### config.mk
export PLATFORM = sky130hd
export DESIGN_NAME = button_event_decoder
export DESIGN_NICKNAME = d
export VERILOG_FILES = /design/src/rtl/btn_event_pkg.sv /design/src/rtl/button_event_decoder_tick_prescaler.sv /design/src/rtl/button_event_decoder.sv
export SDC_FILE = /design/constraint.sdc
export NUM_CORES = 1
export LEC_CHECK = 0
export CORE_ASPECT_RATIO = 1.75
export CORE_MARGIN = 4
export CORE_UTILIZATION = 60
export DETAILED_ROUTE_END_ITERATION = 12
export HOLD_SLACK_MARGIN = 0.05
export PLACE_DENSITY = 0.78
export SYNTH_ARGS = -nofsm -noshare
export SYNTH_HDL_FRONTEND = slang
export SYNTH_SLANG_ARGS = --single-unit
### constraint.sdc
create_clock -name CLK_O -period 3.98 [get_ports CLK_O]
set_input_delay 0.597 -clock CLK_O [delete_from_list [all_inputs] [get_ports CLK_O]]
set_output_delay 0.597 -clock CLK_O [all_outputs]
set_load 0.01 [all_outputs]
### src/rtl/btn_event_pkg.sv
// Shared types and widths for the push-button gesture decoder.
package btn_event_pkg;

  localparam int unsigned TICK_CNT_W = 16;
  localparam int unsigned PRESC_W    = 32;

  typedef enum logic [2:0] {
    ST_IDLE      = 3'd0,
    ST_PRESSED   = 3'd1,
    ST_LONG_HELD = 3'd2,
    ST_WAIT_2ND  = 3'd3,
    ST_PRESSED2  = 3'd4
  } state_e;

  // States in which the button is physically down.
  function automatic logic is_held(input state_e s);
    return (s == ST_PRESSED) || (s == ST_LONG_HELD) || (s == ST_PRESSED2);
  endfunction

endpackage

### src/rtl/button_event_decoder_tick_prescaler.sv
// Divides CLK_O down to a one-cycle timing tick; clear may seed one elapsed cycle.
module tick_prescaler
  import btn_event_pkg::*;
#(
  parameter logic [31:0] TICK_DIV = 32'd50000
) (
  input  logic CLK_O,
  input  logic XRST,
  input  logic clr_i,
  input  logic seed_i,
  output logic tick_c
);

  localparam logic [PRESC_W-1:0] LAST     = PRESC_W'(TICK_DIV - 32'd1);
  localparam logic [PRESC_W-1:0] SEED_VAL = (TICK_DIV > 32'd1) ? PRESC_W'(1) : PRESC_W'(0);

  logic [PRESC_W-1:0] presc_q, presc_d;

  assign tick_c = (presc_q == LAST);

  always_comb begin
    presc_d = presc_q;
    if (clr_i) begin
      presc_d = seed_i ? SEED_VAL : '0;
    end else if (tick_c) begin
      presc_d = '0;
    end else begin
      presc_d = presc_q + PRESC_W'(1);
    end
  end

  always_ff @(posedge CLK_O or negedge XRST) begin
    if (!XRST) presc_q <= '0;
    else       presc_q <= presc_d;
  end

endmodule

### src/rtl/button_event_decoder.sv
// Classifies debounced press/release pulses into short, long(+repeat) and double gestures.
module button_event_decoder
  import btn_event_pkg::*;
#(
  parameter logic [31:0] TICK_DIV     = 32'd50000,
  parameter logic [15:0] LONG_TICKS   = 16'd800,
  parameter logic [15:0] DBL_TICKS    = 16'd300,
  parameter logic [15:0] REPEAT_TICKS = 16'd200
) (
  input  logic CLK_O,
  input  logic XRST,
  input  logic EN_I,
  input  logic PRESS_I,
  input  logic RELEASE_I,
  output logic SHORT_O,
  output logic LONG_O,
  output logic REPEAT_O,
  output logic DOUBLE_O,
  output logic HELD_O
);

  localparam int unsigned CMP_W = TICK_CNT_W + 1;
  // An edge-started interval already counts its sampling cycle; with TICK_DIV=1
  // that cycle is a whole tick.
  localparam logic [TICK_CNT_W-1:0] TICK_SEED =
    (TICK_DIV == 32'd1) ? TICK_CNT_W'(1) : TICK_CNT_W'(0);

  state_e                  state_q, state_d;
  logic [TICK_CNT_W-1:0]   ticks_q, ticks_d;
  logic                    short_q, short_d, long_q, long_d;
  logic                    repeat_q, repeat_d, double_q, double_d;
  logic                    held_q, held_d;
  logic                    clr_c, seed_c, tick_c;
  logic                    press_c, release_c;
  logic [CMP_W-1:0]        ticks_inc_c;
  logic                    long_hit_c, dbl_hit_c, rep_hit_c;

  tick_prescaler #(.TICK_DIV(TICK_DIV)) u_presc (
    .CLK_O  (CLK_O),
    .XRST   (XRST),
    .clr_i  (clr_c),
    .seed_i (seed_c),
    .tick_c (tick_c)
  );

  // Simultaneous press and release is a protocol violation and is dropped.
  assign press_c   = PRESS_I & ~RELEASE_I;
  assign release_c = RELEASE_I & ~PRESS_I;

  assign ticks_inc_c = CMP_W'(ticks_q) + CMP_W'(1);
  assign long_hit_c  = tick_c && (ticks_inc_c >= CMP_W'(LONG_TICKS));
  assign dbl_hit_c   = tick_c && (ticks_inc_c >= CMP_W'(DBL_TICKS));
  assign rep_hit_c   = tick_c && (ticks_inc_c >= CMP_W'(REPEAT_TICKS));

  // Next-state, timer control and pulse decode.
  always_comb begin
    state_d  = state_q;
    clr_c    = 1'b0;
    seed_c   = 1'b0;
    short_d  = 1'b0;
    long_d   = 1'b0;
    repeat_d = 1'b0;
    double_d = 1'b0;
    if (!EN_I) begin
      state_d = ST_IDLE;
      clr_c   = 1'b1;
    end else begin
      case (state_q)
        ST_IDLE: begin
          if (press_c) begin
            state_d = ST_PRESSED;
            clr_c   = 1'b1;
            seed_c  = 1'b1;
          end
        end
        ST_PRESSED: begin
          if (release_c) begin
            state_d = ST_WAIT_2ND;
            clr_c   = 1'b1;
            seed_c  = 1'b1;
          end else if (long_hit_c) begin
            state_d = ST_LONG_HELD;
            long_d  = 1'b1;
            clr_c   = 1'b1;
          end
        end
        ST_LONG_HELD: begin
          if (release_c) begin
            state_d = ST_IDLE;
            clr_c   = 1'b1;
            seed_c  = 1'b1;
          end else if (rep_hit_c) begin
            repeat_d = 1'b1;
            clr_c    = 1'b1;
          end
        end
        ST_WAIT_2ND: begin
          if (press_c) begin
            state_d = ST_PRESSED2;
            clr_c   = 1'b1;
            seed_c  = 1'b1;
          end else if (dbl_hit_c) begin
            state_d = ST_IDLE;
            short_d = 1'b1;
            clr_c   = 1'b1;
          end
        end
        ST_PRESSED2: begin
          if (release_c) begin
            state_d  = ST_IDLE;
            double_d = 1'b1;
            clr_c    = 1'b1;
            seed_c   = 1'b1;
          end
        end
        default: begin
          state_d = ST_IDLE;
          clr_c   = 1'b1;
        end
      endcase
    end
  end

  // Saturating tick counter, restarted with the prescaler.
  always_comb begin
    ticks_d = ticks_q;
    if (clr_c) begin
      ticks_d = seed_c ? TICK_SEED : '0;
    end else if (tick_c && (ticks_q != '1)) begin
      ticks_d = ticks_q + TICK_CNT_W'(1);
    end
  end

  assign held_d = is_held(state_d);

  always_ff @(posedge CLK_O or negedge XRST) begin
    if (!XRST) begin
      state_q  <= ST_IDLE;
      ticks_q  <= '0;
      short_q  <= 1'b0;
      long_q   <= 1'b0;
      repeat_q <= 1'b0;
      double_q <= 1'b0;
      held_q   <= 1'b0;
    end else begin
      state_q  <= state_d;
      ticks_q  <= ticks_d;
      short_q  <= short_d;
      long_q   <= long_d;
      repeat_q <= repeat_d;
      double_q <= double_d;
      held_q   <= held_d;
    end
  end

  assign SHORT_O  = short_q;
  assign LONG_O   = long_q;
  assign REPEAT_O = repeat_q;
  assign DOUBLE_O = double_q;
  assign HELD_O   = held_q;

endmodule
==> results of run 1 <==
==> path summary, 6_finish.rpt <==
check                                       to  slack (ns)  cells after the start
max in group asynchronous  u_presc.presc_q[12]        2.86                      2
hold / removal                      ticks_q[5]        0.31                      1
setup reg to reg                   ticks_q[11]        0.97                      9
hold reg to reg             u_presc.presc_q[0]        0.51                      1
min in group CLK_O          u_presc.presc_q[0]        0.51                      1
setup / recovery                   ticks_q[11]        0.97                      9
==> where the power goes <==
| part | total [mW] | switching, mW | internal [mW] | leakage (nW) |
|---|---|---|---|---|
| sequential | 0.579 | 0.00492 | 0.574 | 0.779 |
| combinational | 0.0615 | 0.0440 | 0.0175 | 0.651 |
| clock | 0.407 | 0.185 | 0.222 | 0.0645 |
| total | 1.05 | 0.234 | 0.814 | 1.49 |
==> registers in the layout (all words and copies together) (netlist names) <==
name             count
HELD_O               1
ticks_q             16
state_q              3
DOUBLE_O             1
SHORT_O              1
LONG_O               1
u_presc.presc_q     32
REPEAT_O             1
==> cell usage after synthesis, types with 2 or more instances <==
master	instances
buf_2	3
nor3_2	7
nor3_1	16
nand3_1	27
o22a_1	2
nor3b_1	4
xor2_1	23
a211oi_1	3
mux2i_1	2
nand4_1	11
and3_1	10
inv_1	8
nand2_1	27
a31oi_1	4
nor2b_1	2
a21oi_1	7
xnor2_1	27
o311ai_0	2
nor2_1	58
or3_1	3
clkbuf_8	2
and4_1	2
o21ai_0	9
nand2b_1	4
dfrtp_1	56
buf_6	4
nor4_1	10
and2_1	3
ha_1	3
buf_4	2
clkbuf_1	7
==> cell families (layout without fill, tap and decap cells) <==
group,after synthesis,after routing,synth area share (%)
fa+ha+maj,3,3,1.093
simple gates,194,194,29.72
xor+xnor,50,50,12.75
compound gates,44,44,9.870
mux,3,3,0.9104
buf+inv,28,28,4.880
flops,56,56,40.79
==> cell usage in the layout, fill, tap and decap left out, drive strengths merged, types with 2 or more instances in the layout <==
cell type      synthesis  routed
nor2                  59      59
dfrtp                 56      56
nand3                 27      27
nand2                 27      27
xnor2                 27      27
xor2                  23      23
nor3                  23      23
nand4                 12      12
and3                  11      11
nor4                  11      11
o21ai                  9       9
inv                    8       8
clkdlybuf4s50          0       8
a21oi                  7       7
clkbuf                10       7
a31oi                  5       5
nor3b                  4       4
nand2b                 4       4
buf                   10       4
and2                   3       3
or3                    3       3
a211oi                 3       3
ha                     3       3
and4                   3       3
o22a                   2       2
o311ai                 2       2
nor2b                  2       2
mux2i                  2       2
or4                    2       2
==> through the flow <==
stage / util, % / setup slack (ns)
after detailed placement: 62.84 / 1.018
after CTS: 65.10 / 0.9687
after global routing: 65.10 / 0.6917
after global placement: 62.84 / 1.085
after floorplan: - / 1.424
final: 65.10 / 0.9663
==> layout make-up <==
| cell class | instances | area (um^2) |
|---|---|---|
| inverter | 8 | 30.03 |
| clock inverter | 1 | 30.03 |
| sequential | 56 | 1401 |
| timing repair buffer | 12 | 107.6 |
| fill | 505 | 1949 |
| clock buffer | 7 | 96.34 |
| tap | 76 | 95.09 |
| multi-input combinational | 294 | 1876 |
==> per-layer routing <==
layer  vias to the layer above  part of all wire [%]  GRT usage (%)
met4                         0                   2.3          10.39
li1                       1333                     -              -
met5                         -                     0              0
met2                        62                    55          39.16
met3                        15                   3.0          3.534
met1                      1338                    39          25.02
==> flow_metrics.tcl, run 1 <==
set metrics [dict create \
    placed_cells 446 \
    finalNonFillerCells 454 \
    core_mm2 0.005585 \
    dr.pass1.iters 5 \
    synth.area.top_cells "dfrtp_1, xnor2_1, nor2_1, xor2_1, nand3_1" \
    clock_latency_ns 0.31 \
    cts_resized 0 \
    postCtsSetupRepairBufs 0 \
    critPathLaunchType "flop" \
    port_buffers 9 \
    ys_seq_elements 56 \
    grt.overflow.total 0 \
    postPlaceCellArea_mm2 0.003510 \
    cts_tree "yes" \
    n_antenna_cell 0 \
    final_cell_area_mm2 0.003636 \
    hold_ws_ns 0.3150 \
    drive_above_1_share_pct 7.937 \
    clk_pin_slew_ns 0.10 \
    synth_cell_type_count 61 \
    start_util_pct 61.51 \
    cp_top_family "simple AND/OR/NAND/NOR gates" \
    async_flop_share_pct 100.0 \
    ctsHoldBuffers 0 \
    report.final.slew_viol_count 0 \
    cts_root_buffer "clkbuf_8" \
    routed_via_density 6.053 \
    total_power_mw 1.047 \
    worstSetupStartpoint "ticks_q[0]" \
    rsz0062_at_grt "false" \
    syn_area_per_cell_um2 9.089 \
    first_global_vias 2750 \
    drc 0 \
    hold_viol_final 0 \
    cap_violations 0 \
    period_share_pct 75.72 \
    ant_nets 0 \
    cts_buffers 5 \
    cp.arrival_ns 3.24 \
    synth-main-ff-cell "dfrtp_1" \
    yosysWarnings 0 \
    hp-class "in2async" \
    synth_edf_count 0 \
    die_y_um 108.1 \
    grt_use_total_pct 21.94 \
    crit_top_cell "nor3_1" \
    cts.sinks 56 \
    fin_skew_ns 0.01029 \
    antenna_found_initial 0 \
    powerDensity_mw_per_mm2 288.1 \
    wl_um 7028 \
    ys_seq_area_share_pct 40.79 \
    syn_inst 378 \
    wire_per_inst_um 15.48 \
    grt_max_degree 40 \
    dp_hpwl_um 5008 \
    relSlewSlack_pct 39.93 \
    p_leak_nw 1.495 \
    clk_path_buf_depth 2 \
    setup_tns_ns 0 \
    synth_area_leader_cell "dfrtp_1" \
    cpPeakStageDelay_ns 0.49 \
    drt_iter0_markers 280 \
    min_period_ns 3.014 \
    htreeDepth 2 \
    routed-via-count 2748 \
    gp_congestion 0.8480 \
    synth_area_mm2 0.003436 \
    grt_pass1_wl_um 12330 \
    crit_path_cell_trace "ha_1 > nand2_1 > nor3_1 > mux2_2 > o22a_1 > nor2_2 > a31oi_4 > buf_4 > nor3_1" \
    ios 10 \
    worstSetupPathType "reg2reg" \
    crit_path_max_fanout 39 \
    row_count 36 \
    worstReg2RegStart "ticks_q[0]" \
    max_freq_mhz 331.8 \
    worstMarginPinSlew_ns 0.8929 \
    status "complete, no violations" \
    worstPathRequired_ns 4.20 \
    dieArea_mm2 0.007049 \
    setup_viol 0 \
    die_x_um 65.21 \
    worst-path-buf-inv 1 \
    synth_top_area_share_pct 40.79 \
    vdd_drop_max_mv 0.2683 \
    synthToLayoutAreaGrowth_pct 5.827 \
    fin_nets 385 \
    slowest_stage "dfrtp_1" \
    syn-num-nets 386 \
    endpoint_kind "flop" \
]
Power figures use the tool's default switching activity.
==> run 2: changes to the inputs <==
- clock period: 3.98 -> 3 ns (I/O delays scaled with it)
==> run 2 against run 1 <==
Effect of this change:
- combinational power up 43%
- final area up 3.5%
- worst hold slack better by 0.19 ns
- register-to-register slack worse by 0.69 ns
- sequential share of layout area down 1.3 points
- critical endpoint is now ticks_q[2]
==> flow_metrics.tcl, run 2 (same netlist as run 1, synthesis figures left out) <==
set metrics [dict create \
    worstPathRequired_ns 3.23 \
    setup_viol 0 \
    cts_tree "yes" \
    cpPeakStageDelay_ns 0.37 \
    worstSetupPathType "reg2reg" \
    drc 0 \
    cts.sinks 56 \
    hold_ws_ns 0.5049 \
    worstSetupStartpoint "ticks_q[0]" \
    final_cell_area_mm2 0.003764 \
    largest_reg_flops 32 \
    cts_buffers 5 \
    reg2reg_depth 10 \
    final_cell_mix "nor2_1, dfrtp_1, nand3_1, nand2_1, xnor2_1" \
    rsz0062_at_grt "false" \
    first_global_vias 2923 \
    clk_pin_slew_ns 0.09 \
    grt_max_degree 40 \
    relSlewSlack_pct 62.20 \
    grt_pass1_wl_um 13030 \
    hold_start "u_presc.presc_q[0]" \
    fin_skew_ns 0.01245 \
    critPathLaunchType "flop" \
    switchingPower_mw 0.2871 \
    worstReg2RegStart "ticks_q[0]" \
    worst-path-buf-inv 2 \
    ant_nets 0 \
    cts_root_buffer "clkbuf_8" \
    intPower_mw 0.9420 \
    grt_use_total_pct 23.30 \
    powerDensity_mw_per_mm2 326.6 \
    drive_above_1_share_pct 11.87 \
    report.final.slew_viol_count 0 \
    ios 10 \
    routed_via_density 5.907 \
    htreeDepth 2 \
    die_x_um 65.21 \
    min_period_ns 2.728 \
    hold_viol_final 0 \
    synthToLayoutAreaGrowth_pct 9.541 \
    dp_hpwl_um 5364 \
    regMostFlops "u_presc.presc_q" \
    port_buffers 9 \
    postPlaceCellArea_mm2 0.003657 \
    routed-via-count 2788 \
    r2r_setup_slack_ns 0.27 \
    wl_um 7211 \
    start_util_pct 61.51 \
    cap_violations 0 \
    fin_nets 406 \
    clk_path_buf_depth 2 \
    clock_latency_ns 0.32 \
    slowest_stage "mux2_2" \
    fill_cells 499 \
    period_share_pct 90.94 \
    power_frac_clock_pct 30.4 \
    swShare_pct 23.36 \
    row_count 36 \
    crit_path_max_fanout 39 \
    core_mm2 0.005585 \
    worstMarginPinSlew_ns 0.5600 \
    final_common_cell "nor2_1" \
    gp_congestion 0.8701 \
    p_leak_nw 1.582 \
    n_antenna_cell 0 \
    die_y_um 108.1 \
    min_path_cells 1 \
    endpoint_kind "flop" \
    crit_path_cell_trace "ha_1 > nand2_1 > nor3_1 > mux2_2 > o22a_1 > nor2_2 > buf_4 > a31oi_4 > buf_12 > nor3b_1" \
    min_to "u_presc.presc_q[0]" \
    combinationalPowerShare_pct 7.1 \
    cp_top_family "simple AND/OR/NAND/NOR gates" \
    drt_iter0_markers 228 \
    dr.pass1.iters 4 \
    r2r_end "ticks_q[2]" \
    hp-class "reg2reg" \
    dieArea_mm2 0.007049 \
    max_freq_mhz 366.5 \
    vdd_drop_max_mv 0.3861 \
    reg_top3 "u_presc.presc_q x32, ticks_q x16, state_q x3" \
    antenna_found_initial 0 \
    setup_tns_ns 0 \
    status "complete, no violations" \
    power_frac_seq_pct 62.4 \
    wire_per_inst_um 15.28 \
    cp.arrival_ns 2.96 \
    grt.overflow.total 0 \
]
## run 2: metrics by stage
stage	util (%)	worst slack (ns)	std cells	power (mW)
finish	67.38	0.2718	472	1.229
global route	67.38	0.03035	472	1.283
CTS	66.89	0.1426	470	1.248
detailed placement	65.48	0.1419	464	0.8697
global placement	65.48	0.2699	464	0.8682
floorplan	-	0.4437	378	0.8337
## run 2: power groups by stage
stage	Combinational (mW)	Sequential (mW)	Clock, mW
4_1_cts	0.0888	0.767	0.392
5_1_grt	0.100	0.769	0.415
3_5_place_dp	0.0874	0.782	0
6_report	0.0877	0.767	0.374
2_1_floorplan	0.0539	0.780	0
3_3_place_gp	0.0862	0.782	0
## run 2: worst reg2reg max path: stages, from the launching register on
cell     delay [ns]
dfrtp_1        0.35
ha_1           0.31
nand2_1        0.15
nor3_1         0.32
mux2_2         0.37
o22a_1         0.25
nor2_2         0.20
buf_4          0.17
a31oi_4        0.09
buf_12         0.20
nor3b_1        0.22
## run 2: final cells by class
| type | count | area, um^2 | share of cell area (%) |
|---|---|---|---|
| Tap cell | 76 | 95.09 | 2.527 |
| Clock buffer | 5 | 68.82 | 1.828 |
| Timing Repair Buffer | 33 | 292.8 | 7.779 |
| Inverter | 8 | 30.03 | 0.7979 |
| Multi-Input combinational cell | 294 | 1876 | 49.83 |
| Sequential cell | 56 | 1401 | 37.23 |
## run 2: worst max-delay path by stage
| stage | to | slack [ns] | depth (start not counted) |
|---|---|---|---|
| after floorplan | u_presc.presc_q[21] | 0.44 | 10 |
| after global placement | ticks_q[11] | 0.27 | 8 |
| after detailed placement | ticks_q[14] | 0.14 | 8 |
| after CTS | ticks_q[14] | 0.14 | 8 |
| after global routing | ticks_q[5] | 0.03 | 10 |
| final | ticks_q[2] | 0.27 | 10 |
## run 2: what timing repair did
action	in CTS	in global routing
hold buffers	1	0
setup buffers	0	2
gates resized for setup	0	0
endpoints found under the setup margin	0	16
hold endpoints to repair	12	0
## run 2: metal layers
layer,track usage (%),part of all wire [%],up-vias,wire length [um]
met5,0,0,-,0
met4,9.941,2.2,0,157
met3,3.638,2.5,13,181
met2,43.29,55,45,3995
met1,25.56,40,1352,2877
li1,-,-,1378,-
==> run 3: changes to the inputs <==
- CORE_MARGIN: 4 -> 3
- SKIP_LAST_GASP: not set -> 1
==> run 3 against run 2 <==
Effect of this change:
- worst hold slack got worse by 0.43 ns
- critical path depth decreased by 1
- maximum frequency fell by 2.3%
- flip-flop and latch count stayed put
- combinational power fell by 2%
- largest cell class unchanged
- register-to-register slack got worse by 0.06 ns
==> flow_metrics.tcl, run 3 (same netlist as run 1, synthesis figures left out) <==
set metrics [dict create \
    routed_via_density 5.994 \
    dp_hpwl_um 5360 \
    status "complete, no violations" \
    postPlaceCellArea_mm2 0.003640 \
    p_leak_nw 1.573 \
    switchingPower_mw 0.2948 \
    gp_congestion 0.8712 \
    worstMarginPinSlew_ns 0.5746 \
    final_common_cell "nor2_1" \
    drt_iter0_markers 197 \
    period_share_pct 93.11 \
    cp.arrival_ns 2.99 \
    clock_latency_ns 0.31 \
    cts.sinks 56 \
    hp-class "in2async" \
    worstPathRequired_ns 3.19 \
    endpoint_kind "flop" \
    dr.pass1.iters 4 \
    place_ws_ns 0.09549 \
    critPathLaunchType "flop" \
    hold_viol_final 0 \
    antenna_found_initial 0 \
    power_frac_clock_pct 32.9 \
    min_period_ns 2.793 \
    htreeDepth 2 \
    clk_pin_slew_ns 0.10 \
    cts_tree "yes" \
    port_buffers 9 \
    grt.overflow.total 0 \
    power_frac_seq_pct 60.3 \
    grt_pass1_wl_um 13140 \
    fin_nets 402 \
    core_mm2 0.005386 \
    cts_root_buffer "clkbuf_8" \
    combinationalPowerShare_pct 6.8 \
    crit_path_cell_trace "ha_1 > and2_1 > a31oi_1 > o21a_1 > o311ai_0 > o21ai_0 > a31oi_4 > buf_12 > nor3_1" \
    start_util_pct 63.79 \
    grt_max_degree 40 \
    die_y_um 106.1 \
    cp_top_family "compound AO/OA/AOI/OAI gates" \
    regMostFlops "u_presc.presc_q" \
    grt_use_total_pct 24.07 \
    setup_slack_ns 0.2068 \
    max_freq_mhz 358.0 \
    intPower_mw 0.9782 \
    crit_path_max_fanout 39 \
    vdd_drop_max_mv 0.3525 \
    report.final.slew_viol_count 0 \
    row_count 35 \
    die_x_um 63.21 \
    worst-path-buf-inv 1 \
    setup_viol 0 \
    wl_um 7324 \
    cts_buffers 5 \
    relSlewSlack_pct 61.20 \
    cpPeakStageDelay_ns 0.54 \
    worstSetupPathType "reg2reg" \
    n_antenna_cell 0 \
    hold_ws_ns 0.07334 \
    routed-via-count 2811 \
    clk_path_buf_depth 2 \
    synthToLayoutAreaGrowth_pct 9.286 \
    dieArea_mm2 0.006706 \
    drive_above_1_share_pct 11.65 \
    reg_top3 "u_presc.presc_q x32, ticks_q x16, state_q x3" \
    swShare_pct 23.16 \
    first_global_vias 2923 \
    wire_per_inst_um 15.62 \
    setup_tns_ns 0 \
    critical_path_depth 9 \
    ios 10 \
    final_cell_area_mm2 0.003755 \
    drc 0 \
    largest_reg_flops 32 \
    final_cell_mix "nor2_1, dfrtp_1, nand3_1, nand2_1, xnor2_1" \
    ant_nets 0 \
    cap_violations 0 \
    rsz0062_at_grt "false" \
    slowest_stage "o311ai_0" \
    fin_skew_ns 0.01304 \
    powerDensity_mw_per_mm2 339.0 \
    reg2reg_depth 9 \
]
run 3: cell types whose count changed in the layout (fill, tap and decap cells not counted), sizes merged:
cell	previous run	this run
dlygate4sd3	1	0
buf	24	21
clkbuf	5	8
run 3: metal layers:
| layer | GRT usage, % | part of all wire, % | vias up |
|---|---|---|---|
| li1 | - | - | 1367 |
| met4 | 9.583 | 2.1 | 0 |
| met3 | 2.326 | 1.7 | 12 |
| met1 | 27.68 | 40 | 1392 |
| met5 | 0 | 0 | - |
| met2 | 44.97 | 56 | 40 |
run 3: power by group through the flow:
stage                     combinational [mW]  clock (mW)  sequential (mW)
final                                 0.0860       0.419            0.768
after detailed placement              0.0868           0            0.783
after floorplan                       0.0539           0            0.780
after global routing                  0.0969       0.459            0.769
after global placement                0.0861           0            0.782
after CTS                             0.0873       0.434            0.768
run 3: repair_timing:
action	4_1_cts	5_1_grt
endpoints found under the setup margin	0	16
resized for setup	0	1
setup buffers	0	1
hold endpoints to repair	0	0
hold buffers	0	0
run 3: worst paths after layout:
path	start	endpoint	slack (ns)
max	ticks_q[0]	ticks_q[4]	0.21
min reg2reg	u_presc.presc_q[0]	u_presc.presc_q[0]	0.52
max in group asynchronous	XRST	u_presc.presc_q[0]	2.09
min in group CLK_O	u_presc.presc_q[0]	u_presc.presc_q[0]	0.52
min	XRST	ticks_q[5]	0.07
max reg2reg	ticks_q[0]	ticks_q[4]	0.21
run 3: worst register-to-register path, delay by kind of cell, from the launching register on:
kind	cells	cell delay, ns
and+or+nand+nor	2	0.37
DFF	1	0.41
AOI/OAI and AO/OA	5	1.34
buffers and inverters	1	0.23
adders and majority gates	1	0.32
run 3: cell type report:
cell class              instances  area, um^2
clock buffers                   8       90.09
repair buffers                 29       260.3
fillers                       452        1632
inverters                       8       30.03
flip-flops and latches         56        1401
well taps                      74       92.59
multi-input cells             294        1881
run 3: stage by stage:
| step | utilization, % | total power [mW] | cells |
|---|---|---|---|
| after global routing | 69.71 | 1.325 | 469 |
| final | 69.71 | 1.273 | 469 |
| after CTS | 69.25 | 1.289 | 468 |
| after floorplan | - | 0.8337 | 378 |
| after detailed placement | 67.57 | 0.8695 | 460 |
| after global placement | 67.57 | 0.8682 | 460 |
